===== config.mk =====
export PLATFORM = sky130hd
export DESIGN_NAME = bcd_to_binary
export DESIGN_NICKNAME = d
export VERILOG_FILES = /design/src/rtl/bcd_to_binary.sv
export SDC_FILE = /design/constraint.sdc
export NUM_CORES = 1
export LEC_CHECK = 0
export BUFFER_PORTS_ARGS = -buffer_cell sky130_fd_sc_hd__buf_2
export CORE_ASPECT_RATIO = 1.75
export CORE_MARGIN = 2
export CORE_UTILIZATION = 46
export CTS_CLUSTER_SIZE = 30
export DETAILED_ROUTE_END_ITERATION = 7
export PLACE_DENSITY = 0.76
export SLEW_MARGIN = 10
export SYNTH_ARGS = -nofsm -noshare
export SYNTH_HDL_FRONTEND = slang
export SYNTH_SLANG_ARGS = --single-unit

===== constraint.sdc =====
create_clock -name clk -period 2.1 [get_ports clk]
set_clock_uncertainty 0.05 [all_clocks]
set_input_delay 0.21 -clock clk [delete_from_list [all_inputs] [get_ports clk]]
set_output_delay 0.21 -clock clk [all_outputs]
set_load 0.02 [all_outputs]

===== src/rtl/bcd_to_binary.sv =====
// Serial packed-BCD to binary converter (reverse double-dabble, one bit per clock).
// Define BCD2BIN_INVALID_CHECK_EN to flag operands containing a nibble above 9.
module bcd_to_binary #(
    parameter int DIGITS = 9,
    parameter int BIN_W  = 30
) (
    input  logic                  clk,
    input  logic                  rst_n,
    input  logic                  start,
    input  logic [4*DIGITS-1:0]   bcd_in,
    output logic                  busy,
    output logic                  done,
    output logic [BIN_W-1:0]      bin_out,
    output logic                  err
);

    localparam int BCD_W = 4 * DIGITS;
    localparam int CNT_W = $clog2(BIN_W + 1);
    localparam logic [CNT_W-1:0] LAST = CNT_W'(BIN_W);

    typedef enum logic [1:0] {
        IDLE,
        SHIFT,
        FINISH
    } state_t;

    state_t             state;
    logic [BCD_W-1:0]   bcd_reg;
    logic [BIN_W-1:0]   bin_reg;
    logic [CNT_W-1:0]   cnt;
    logic [BCD_W-1:0]   bcd_next;
    logic [BIN_W-1:0]   bin_next;

    // Halving a BCD digit that received a carry-in of 10 leaves 8..12; subtract 3 to renormalise.
    function automatic logic [BCD_W-1:0] adjust(input logic [BCD_W-1:0] v);
        logic [BCD_W-1:0] r;
        r = v;
        for (int i = 0; i < DIGITS; i++) begin
            if (v[4*i +: 4] >= 4'd8)
                r[4*i +: 4] = v[4*i +: 4] - 4'd3;
        end
        return r;
    endfunction

`ifdef BCD2BIN_INVALID_CHECK_EN
    function automatic logic has_invalid(input logic [BCD_W-1:0] v);
        logic bad;
        bad = 1'b0;
        for (int i = 0; i < DIGITS; i++) begin
            if (v[4*i +: 4] > 4'd9)
                bad = 1'b1;
        end
        return bad;
    endfunction

    logic inv_reg;
    logic err_q;
    assign err = err_q;
`else
    assign err = 1'b0;
`endif

    always_comb begin
        bin_next = {bcd_reg[0], bin_reg[BIN_W-1:1]};
        bcd_next = adjust({1'b0, bcd_reg[BCD_W-1:1]});
    end

    always_ff @(posedge clk or negedge rst_n) begin
        if (!rst_n) begin
            state   <= IDLE;
            busy    <= 1'b0;
            done    <= 1'b0;
            bin_out <= '0;
            bcd_reg <= '0;
            bin_reg <= '0;
            cnt     <= '0;
`ifdef BCD2BIN_INVALID_CHECK_EN
            inv_reg <= 1'b0;
            err_q   <= 1'b0;
`endif
        end else begin
            done <= 1'b0;
            unique case (state)
                IDLE: begin
                    if (start) begin
                        bcd_reg <= bcd_in;
                        bin_reg <= '0;
                        cnt     <= '0;
                        busy    <= 1'b1;
                        state   <= SHIFT;
`ifdef BCD2BIN_INVALID_CHECK_EN
                        inv_reg <= has_invalid(bcd_in);
`endif
                    end
                end
                SHIFT: begin
                    if (cnt == LAST) begin
                        state <= FINISH;
                    end else begin
                        bcd_reg <= bcd_next;
                        bin_reg <= bin_next;
                        cnt     <= cnt + 1'b1;
                    end
                end
                FINISH: begin
`ifdef BCD2BIN_INVALID_CHECK_EN
                    bin_out <= inv_reg ? '0 : bin_reg;
                    err_q   <= inv_reg;
`else
                    bin_out <= bin_reg;
`endif
                    done  <= 1'b1;
                    busy  <= 1'b0;
                    state <= IDLE;
                end
                default: state <= IDLE;
            endcase
        end
    end

endmodule


==> summary.md, run 1 <==
| Metric | Value |
|---|---|
| Max cap viols | `0` |
| CTS Hold Bufs | `1` |
| Core area | `0.01057 sq mm` |
| Post-DP HPWL | `7170 um` |
| First-pass GRT wire length | `17,170 um` |
| Vias per cell | `5.229` |
| Final net count | `604` |
| Switching part of the total power | `0.3840` |
| Post-synth net total | `548` |
| CTS Buf Count | `9` |
| Starting Density | `0.4667` |
| Worst EP required | `2.31 ns` |
| Area Growth Syn to Fin | `14.60%` |
| Post-Layout Cell Count | `681` |
| Setup violators final | `0` |
| Drt pass-1 iters | `4` |
| #FFs+latches synth | `105` |
| Crit. End Element | `flip-flop` |
| Post-CTS Setup Bufs | `0` |
| Peak supply drop | `0.6406 mV` |
| Met3 Usage GRT | `0.03649` |
| Post-Route WL | `10,220 um` |
| PD cells | `1347 mW/mm^2` |
| Clock share of power | `0.203` |
| Fin util | `0.5349` |
| ANT nets after route | `0` |
| Combinational share of power | `0.355` |
| Clock sinks | `105` |
| Reg power frac | `0.442` |
| PostCTS Resize Cnt | `0` |
| Share of cells above drive strength 1 | `0.2359` |
| Min-Delay Path Class | `primary input to flip-flop` |
| Worst-path fanout max | `38` |
| H-tree levels | `3` |
| Worst Path Arrival | `2.07 ns` |
| Reg2Reg Capture Point | `bcd_reg[15]$_DFFE_PN0P_` |
| Leak Pwr | `2.982 nW` |
| Site Rows | `50` |
| Top FF cell, synth | `dfrtp_1` |
| GRT Residual Overflow | `0` |
| Met1 Use GR | `0.2326` |
| Total Routing Usage GR | `0.1903` |
| Initial antenna violation count | `0` |
| Total negative slack | `0 ns` |
| Min-delay src | `bcd_in[35]` |
| Mapped cell area | `0.004935 sq mm` |
| Worst setup margin | `0.2354 ns` |
| Synthesized area per cell | `10.05 sq um` |
| Die ar. | `0.01160 sq mm` |
| Setup crit start | `cnt[0]$_DFFE_PN0P_` |
| Clock Path Buffers | `2` |
| Cells after Synth | `491` |
| Number of synthesized flops with an enable pin | `0` |
| R2R Path Start | `cnt[0]$_DFFE_PN0P_` |
| Placed Cells | `665` |
| Psw | `2.926 mW` |
| WS Path Type | `flip-flop to flip-flop` |
| Endpoint, Worst Hold | `bcd_reg[35]$_DFFE_PN0P_` |
| P_int | `4.693 mW` |
| Wire length per cell | `15.01 um` |
| PortBufs | `70` |
| Post-synth ARST share | `1.000` |
| Placer Congestion | `0.7897` |
| Most used routing layer | `met2` |
| R2R depth | `8` |
| Met2 usage | `0.3209` |
| Fmax | `536.3 MHz` |
| Place WS | `0.2367 ns` |
| CTS clock-pin slew for the worst setup and hold paths | `0.07 ns` |
| Dpl cell area | `0.005375 sq mm` |
| Crit path time final | `1.865 ns` |
| Drt initial violations | `150` |
| Die Wd | `82.30 um` |
| Post-synth cell types | `31` |
| Tcrit/Tclk final | `0.8879` |
| Drt drc | `0` |
| CTS tree | `yes` |
| Startpoint Class | `flip-flop` |
| Antenna Cells | `0` |
| Largest net degree at the start of global routing | `45` |
| Vias in the first global route | `3,648` |
| Seq/Total Area, Yosys | `0.5325` |
| Clock latency on the worst-skew pair | `0.34 ns` |
| Fill cell count | `942` |
| Hold depth | `3` |
| Status | `finished clean` |
| Design area | `0.005655 sq mm` |
| Final hold vios | `0` |
| Die H | `141.0 um` |
| I/O Pins | `72` |
| Largest register FFs | `36` |
| CTS root buf | `clkbuf_16` |
| Ys Warns | `0` |
| Via count | `3,561` |
| Flop-to-flop setup slack | `0.24 ns` |
| Final slew viol count | `0` |
| RSZ-0062 raised after global routing | `false` |
synthesized netlist by cell type (2+ instances only):
cell | number | area share
nand4_1 | 9 | 0.011
o2111ai_1 | 8 | 0.014
nand2_1 | 110 | 0.084
o21ai_1 | 3 | 0.0030
clkbuf_1 | 14 | 0.011
nor2b_1 | 10 | 0.013
buf_4 | 7 | 0.011
buf_6 | 2 | 0.0046
buf_2 | 12 | 0.012
dfrtp_1 | 105 | 0.53
inv_1 | 27 | 0.021
a21oi_1 | 16 | 0.016
ha_1 | 18 | 0.046
xor2_1 | 2 | 0.0036
nand3_1 | 34 | 0.034
mux2i_1 | 12 | 0.024
o21ai_0 | 34 | 0.034
mux2_1 | 2 | 0.0046
nor2_1 | 3 | 0.0023
o211ai_1 | 8 | 0.012
mux2_2 | 28 | 0.064
buf_1 | 3 | 0.0023
xnor2_1 | 16 | 0.028
cell type report:
type / instances / area [sq um] / share of cell area
flip-flops and latches: 105 / 2628 / 0.4646
multi-input cells: 321 / 2028 / 0.3586
well taps: 130 / 162.7 / 0.02876
repair buffers: 83 / 465.4 / 0.08230
inverters: 27 / 101.3 / 0.01792
clock inverters: 5 / 41.29 / 0.007301
clock buffers: 10 / 229.0 / 0.04049
kinds of logic after synthesis:
kind of cell / share of synthesized area
AO/OA/AOI/OAI: 0.08190
XOR/XNOR: 0.03195
adder cells (fa/ha/maj): 0.04564
buffers and inverters: 0.06085
flip-flops: 0.5325
multiplexers: 0.09280
other: 0.0007599
AND/OR/NAND/NOR: 0.1537
critical path, stage by stage, from the launching register on:
cell,delay (ns)
dfrtp_1,0.42
inv_1,0.08
ha_1,0.17
nand4_2,0.08
buf_4,0.22
a21oi_4,0.14
buf_4,0.36
a21oi_1,0.07
o211ai_1,0.18
how the worst max path moves through the flow:
stage | endpoint | slack [ns] | cells past startpoint
after floorplan | cnt[3]$_DFFE_PN0P_ | 0.62 | 7
after global placement | bcd_reg[19]$_DFFE_PN0P_ | 0.34 | 8
after detailed placement | bcd_reg[15]$_DFFE_PN0P_ | 0.24 | 8
after CTS | bcd_reg[19]$_DFFE_PN0P_ | 0.22 | 8
after global routing | bcd_reg[31]$_DFFE_PN0P_ | 0.08 | 8
final | bcd_reg[15]$_DFFE_PN0P_ | 0.24 | 8
placed cells by master (no fill, tap or decap), drive strengths merged:
| cell type | count |
|---|---|
| xor2 | 2 |
| clkinv | 2 |
| buf | 82 |
| inv | 28 |
| clkinvlp | 2 |
| clkbuf | 10 |
| o2111ai | 8 |
| dfrtp | 105 |
| mux2 | 30 |
| o21ai | 37 |
| nand2 | 111 |
| xnor2 | 16 |
| nand4 | 10 |
| nor3b | 1 |
| nand2b | 1 |
| conb | 1 |
| o211ai | 8 |
| nor2 | 3 |
| a21oi | 17 |
| dlygate4sd3 | 1 |
| nand3 | 34 |
| mux2i | 12 |
| and3 | 1 |
| ha | 18 |
| and2 | 1 |
| nor2b | 10 |
metal layers:
metal	share of wire	vias up
met5	0	-
met4	0.013	0
met3	0.042	9
met2	0.53	75
met1	0.42	1744
li1	-	1733
power by group through the flow:
stage / registers (mW) / clock network, mW / logic (mW)
floorplan: 3.18 / 0 / 2.26
global placement: 3.36 / 0 / 2.55
detailed placement: 3.40 / 0 / 2.73
CTS: 3.37 / 1.58 / 2.74
global route: 3.47 / 1.67 / 3.14
finish: 3.37 / 1.55 / 2.70
through the flow:
step	hold slack [ns]	total power, mW
after detailed placement	0.1395	6.134
after floorplan	-0.1356	5.436
after CTS	0.008152	7.693
final	0.03028	7.619
after global placement	0.1301	5.906
after global routing	0.01838	8.287
Power figures use the tool's default switching activity.
==> run 2, diff against run 1 <==
Settings changed: PLACE_DENSITY 0.76 to 0.79.
Clock period 2.1 ns to 1.6 ns, I/O delays scaled along.
==> run 2 against run 1 <==
Effect of this change:
- fmax grew 17%
- worst setup slack worse by 0.22 ns
- clock power is 31% higher
- critical path type unchanged
==> summary.md, run 2 (synthesized netlist as in run 1, its figures left out) <==
| Metric | Value |
|---|---|
| Crit. End Element | `flip-flop (unchanged)` |
| Site Rows | `50 (unchanged)` |
| CP Buf/Inv Count | `3 (unchanged)` |
| Leak Pwr | `3.110 nW (was 2.982 nW)` |
| Uppermost layer routed | `met4 (unchanged)` |
| Vias per cell | `5.348 (was 5.229)` |
| CP max stage delay | `0.37 ns (was 0.42 ns)` |
| First-pass GRT wire length | `17,460 um (was 17,170 um)` |
| RSZ-0062 raised after global routing | `true (was false)` |
| Tcrit/Tclk final | `0.9927 (was 0.8879)` |
| ANT nets after route | `0 (unchanged)` |
| Clock latency on the worst-skew pair | `0.35 ns (was 0.34 ns)` |
| Worst Path Arrival | `1.81 ns (was 2.07 ns)` |
| Die ar. | `0.01160 sq mm (unchanged)` |
| Pwr Total | `10.49 mW (was 7.619 mW)` |
| Crit-path slowest cell | `dfrtp_1 (unchanged)` |
| Commonest cells after routing, fill and taps aside | `nand2_1 (110), dfrtp_1 (105), buf_2 (70), o21ai_0 (34), nand3_1 (34) (was nand2_1 (110), dfrtp_1 (105), buf_2 (69), o21ai_0 (34), nand3_1 (34))` |
| CTS Buf Count | `9 (unchanged)` |
| PortBufs | `70 (unchanged)` |
| Starting Density | `0.4667 (unchanged)` |
| Worst-path fanout max | `19 (was 38)` |
| CTS root buf | `clkbuf_16 (unchanged)` |
| Post-Route WL | `10,820 um (was 10,220 um)` |
| GRT Residual Overflow | `0 (unchanged)` |
| Max cap viols | `0 (unchanged)` |
| Largest register FFs | `36 (unchanged)` |
| Worst EP required | `1.82 ns (was 2.31 ns)` |
| Drt pass-1 iters | `4 (unchanged)` |
| CTS clock-pin slew for the worst setup and hold paths | `0.07 ns (about the same)` |
| Core area | `0.01057 sq mm (unchanged)` |
| PD cells | `1773 mW/mm^2 (was 1347 mW/mm^2)` |
| Met3 wire length | `468 um (was 431 um)` |
| Setup violators final | `0 (unchanged)` |
| Drt initial violations | `154 (was 150)` |
| Most common cell after layout, fill and taps aside | `nand2_1 (unchanged)` |
| Min-Delay Path Class | `primary input to flip-flop (unchanged)` |
| H-tree levels | `3 (unchanged)` |
| Startpoint Class | `flip-flop (unchanged)` |
| Post-DP HPWL | `7148 um (was 7170 um)` |
| Die H | `141.0 um (unchanged)` |
| CTS tree | `yes (unchanged)` |
| Area Growth Syn to Fin | `19.93% (was 14.60%)` |
| Final slew viol count | `0 (unchanged)` |
| Routed length on met1 | `4369 um (was 4265 um)` |
| Crit path time final | `1.588 ns (was 1.865 ns)` |
| WS Path Type | `flip-flop to flip-flop (unchanged)` |
| Via count | `3,717 (was 3,561)` |
| Drt drc | `0 (unchanged)` |
| Peak supply drop | `0.9123 mV (was 0.6406 mV)` |
| Antenna Cells | `0 (unchanged)` |
| Clock Path Buffers | `2 (unchanged)` |
| Initial antenna violation count | `0 (unchanged)` |
| Placer Congestion | `0.7784 (was 0.7897)` |
| Critical path cell sequence | `inv_1 > ha_2 > nand4_4 > a21oi_4 > buf_4 > clkbuf_16 > nand2_1 > o21ai_0 (was inv_1 > ha_1 > nand4_2 > buf_4 > a21oi_4 > buf_4 > a21oi_1 > o211ai_1)` |
| Final hold vios | `0 (unchanged)` |
| Top delay family on crit path | `buffers and inverters (unchanged)` |
| Wire length per cell | `15.57 um (was 15.01 um)` |
| Vias in the first global route | `3,769 (was 3,648)` |
| Final net count | `618 (was 604)` |
| Clock sinks | `105 (unchanged)` |
| Die Wd | `82.30 um (unchanged)` |
| Met2 Wirelength | `5748 um (was 5388 um)` |
| Total negative slack | `0 ns (unchanged)` |
| Largest net degree at the start of global routing | `40 (was 45)` |
| Fmax | `629.6 MHz (was 536.3 MHz)` |
| Hold slack | `0.009737 ns (was 0.03028 ns)` |
| I/O Pins | `72 (unchanged)` |
| Status | `finished clean (unchanged)` |
| Share of cells above drive strength 1 | `0.2531 (was 0.2359)` |
| Total Routing Usage GR | `0.1937 (was 0.1903)` |
-- run 2: cell types whose count changed in the layout (fill, tap and decap cells not counted), sizes merged --
cell and change:
buf +7, bufbuf +1, clkinvlp -2, dlygate4sd3 +4, clkbuf +1, clkinv +3
-- run 2: worst reg2reg max path: stages, from the launching register on --
cell,delay (ns)
dfrtp_1,0.37
inv_1,0.07
ha_2,0.19
nand4_4,0.12
a21oi_4,0.25
buf_4,0.16
clkbuf_16,0.17
nand2_1,0.06
o21ai_0,0.08
-- run 2: layout make-up --
| cell class | instances | area (sq um) |
|---|---|---|
| fillers | 888 | 4654 |
| flip-flops and latches | 105 | 2628 |
| multi-input cells | 321 | 2044 |
| repair buffers | 97 | 711.9 |
| clock buffers | 9 | 225.2 |
| well taps | 130 | 162.7 |
| inverters | 27 | 101.3 |
| clock inverters | 6 | 45.04 |
-- run 2: report_power, final --
group	leakage [nW]	switching [mW]	total [mW]	internal (mW)
clock network	0.136	0.980	2.03	1.05
registers	1.36	0.868	4.43	3.57
logic	1.61	2.16	4.02	1.87
total	3.11	4.00	10.5	6.49
-- run 2: worst paths after layout --
kind,startpoint,endpoint,slack (ns),cells after the start
setup / recovery,cnt[0]$_DFFE_PN0P_,bcd_reg[32]$_DFFE_PN0P_,0.01,8
hold / removal,bcd_in[7],bcd_reg[7]$_DFFE_PN0P_,0.01,3
setup reg to reg,cnt[0]$_DFFE_PN0P_,bcd_reg[32]$_DFFE_PN0P_,0.01,8
hold reg to reg,bcd_reg[0]$_DFFE_PN0P_,bin_reg[29]$_DFFE_PN0P_,0.42,2
max in group asynchronous,rst_n,state[1]$_DFFE_PN0P_,0.68,3
min in group asynchronous,rst_n,bin_out[1]$_DFFE_PN0P_,0.26,2
-- run 2: metrics by stage --
stage               cell area [sq um]    util  std cells  setup WS (ns)
floorplan                        4935       -        491         0.1226
global placement                 5487  0.5189        670        0.09573
detailed placement               5487  0.5189        670      -0.004490
CTS                              5842  0.5525        691      -0.005930
global route                     5918  0.5598        695        -0.1010
finish                           5918  0.5598        695        0.01175
-- run 2: what timing repair did --
| action | CTS | global route |
|---|---|---|
| setup endpoints to repair | 3 | 54 |
| hold buffers | 5 | 0 |
| pin swaps | 0 | 3 |
| buffers inserted | 0 | 2 |
| resized for setup | 2 | 6 |
| endpoints found under the hold margin | 37 | 0 |
| gates cloned | 1 | 3 |
-- run 2: routing by layer --
layer,vias to the layer above,track usage
met1,1826,0.2348
met5,-,0
met3,22,0.03777
met4,0,0.07632
li1,1765,-
met2,104,0.3298
==> run 3, diff against run 2 <==
Settings changed: MAX_ROUTING_LAYER from default to met4.
==> run 3 against run 2 <==
Effect of this change:
- global-route usage is 0.55 points higher
- critical endpoint unchanged
- largest power group unchanged
- combinational power barely moved
- sequential power hardly changed
- utilization stayed put
- cell count stayed put
- non-clock buffer count is the same
- die area unchanged
==> summary.md, run 3 (synthesized netlist as in run 1, its figures left out) <==
| Metric | Value |
|---|---|
| Largest register FFs | `36 (unchanged)` |
| Fin util | `0.5598 (unchanged)` |
| Top delay family on crit path | `buffers and inverters (unchanged)` |
| Total Routing Usage GR | `0.1992 (was 0.1937)` |
| Die ar. | `0.01160 sq mm (unchanged)` |
| Commonest cells after routing, fill and taps aside | `nand2_1 (110), dfrtp_1 (105), buf_2 (70), o21ai_0 (34), nand3_1 (34) (unchanged)` |
| Tcrit/Tclk final | `0.9966 (was 0.9927)` |
| Drt drc | `0 (unchanged)` |
| WS Path Type | `flip-flop to flip-flop (unchanged)` |
| Pwr Total | `10.49 mW (about the same)` |
| Core area | `0.01057 sq mm (unchanged)` |
| Clock latency on the worst-skew pair | `0.35 ns (about the same)` |
| Max cap viols | `0 (unchanged)` |
| Worst EP required | `1.82 ns (about the same)` |
| Clock Path Buffers | `2 (unchanged)` |
| Vias per cell | `5.373 (was 5.348)` |
| Die Wd | `82.30 um (unchanged)` |
| GRT Residual Overflow | `0 (unchanged)` |
| Most common cell after layout, fill and taps aside | `nand2_1 (unchanged)` |
| Post-DP HPWL | `7148 um (unchanged)` |
| Wire length per cell | `15.54 um (was 15.57 um)` |
| CTS tree | `yes (unchanged)` |
| Worst Path Arrival | `1.82 ns (was 1.81 ns)` |
| I/O Pins | `72 (unchanged)` |
| Drt pass-1 iters | `4 (unchanged)` |
| Antenna Cells | `0 (unchanged)` |
| Clock sinks | `105 (unchanged)` |
| Initial antenna violation count | `0 (unchanged)` |
| RSZ-0062 raised after global routing | `true (unchanged)` |
| Vias in the first global route | `3,772 (was 3,769)` |
| Via count | `3,734 (was 3,717)` |
| First-pass GRT wire length | `17,480 um (was 17,460 um)` |
| Share of cells above drive strength 1 | `0.2531 (unchanged)` |
| Drt initial violations | `161 (was 154)` |
| Site Rows | `50 (unchanged)` |
| Crit-path slowest cell | `dfrtp_1 (unchanged)` |
| Starting Density | `0.4667 (unchanged)` |
| Worst setup margin | `0.005516 ns (was 0.01175 ns)` |
| CTS root buf | `clkbuf_16 (unchanged)` |
| Place WS | `-0.004490 ns (unchanged)` |
| Final slew viol count | `0 (unchanged)` |
| CTS clock-pin slew for the worst setup and hold paths | `0.07 ns (about the same)` |
| ANT nets after route | `0 (unchanged)` |
| Area Growth Syn to Fin | `19.93% (unchanged)` |
| Crit path time final | `1.594 ns (was 1.588 ns)` |
| Worst-path fanout max | `19 (unchanged)` |
| Fmax | `627.2 MHz (was 629.6 MHz)` |
| Status | `finished clean (unchanged)` |
| H-tree levels | `3 (unchanged)` |
| Peak supply drop | `0.9168 mV (was 0.9123 mV)` |
| Critical path cell sequence | `inv_1 > ha_2 > nand4_4 > a21oi_4 > buf_4 > clkbuf_16 > nand2_1 > o21ai_0 (unchanged)` |
| Post-Route WL | `10,800 um (was 10,820 um)` |
| Final net count | `618 (unchanged)` |
| Crit. End Element | `flip-flop (unchanged)` |
| Min-Delay Path Class | `primary input to flip-flop (unchanged)` |
| Die H | `141.0 um (unchanged)` |
| CTS Buf Count | `9 (unchanged)` |
| CP Buf/Inv Count | `3 (unchanged)` |
| Final hold vios | `0 (unchanged)` |
| CP max stage delay | `0.37 ns (about the same)` |
| Setup violators final | `0 (unchanged)` |
| Hold slack | `0.007599 ns (was 0.009737 ns)` |
| Largest net degree at the start of global routing | `40 (unchanged)` |
| PortBufs | `70 (unchanged)` |
| PD cells | `1773 mW/mm^2 (about the same)` |
| Placer Congestion | `0.7891 (was 0.7784)` |
| Total negative slack | `0 ns (unchanged)` |
| Leak Pwr | `3.110 nW (unchanged)` |
| Startpoint Class | `flip-flop (unchanged)` |
[run 3: cell counts in the layout (fill, tap and decap cells not counted)]
No cell type changed its count.
[run 3: metal layers]
metal | vias to the layer above | routed length (um) | track usage
li1 | 1767 | - | -
met1 | 1837 | 4297 | 0.2365
met2 | 104 | 5697 | 0.3289
met5 | - | 0 | -
met4 | 0 | 298 | 0.07632
met3 | 26 | 508 | 0.03649
[run 3: where the power goes]
group          internal [mW]  total [mW]  switching [mW]
registers               3.57        4.43           0.867
logic                   1.87        4.02            2.15
clock network           1.05        2.04           0.986
[run 3: final timing paths]
check,from,end,cells after the start,slack (ns)
worst max-delay path,cnt[0]$_DFFE_PN0P_,bcd_reg[32]$_DFFE_PN0P_,8,0.006
worst min register to register,bcd_reg[0]$_DFFE_PN0P_,bin_reg[29]$_DFFE_PN0P_,2,0.42
worst max register to register,cnt[0]$_DFFE_PN0P_,bcd_reg[32]$_DFFE_PN0P_,8,0.006
min in group asynchronous,rst_n,bin_out[1]$_DFFE_PN0P_,2,0.26
worst min-delay path,bcd_in[7],bcd_reg[7]$_DFFE_PN0P_,3,0.008
max in group asynchronous,rst_n,bcd_reg[10]$_DFFE_PN0P_,3,0.68
[run 3: tightest hold or removal path, stage by stage]
cell	delay [ns]
buf_2	0.08
nand2_1	0.04
o211ai_1	0.08
[run 3: area by class of cell]
class,instances,area [sq um]
Fill cell,888,4654
Multi-Input combinational cell,321,2044
Clock buffer,9,225.2
Timing Repair Buffer,97,711.9
Inverter,27,101.3
Sequential cell,105,2628
Clock inverter,6,45.04
Tap cell,130,162.7
[run 3: per-stage QoR]
step	cells	instance area, sq um
after floorplan	491	4935
after global placement	670	5487
after detailed placement	670	5487
after CTS	691	5842
after global routing	695	5918
final	695	5918
[run 3: timing repair]
| item | in CTS | in global routing |
|---|---|---|
| pin swaps | 0 | 3 |
| buffers inserted | 0 | 2 |
| gates cloned | 1 | 3 |
| hold buffers | 5 | 0 |
| hold endpoints to repair | 37 | 0 |
| resized for setup | 2 | 6 |
| setup endpoints to repair | 3 | 53 |
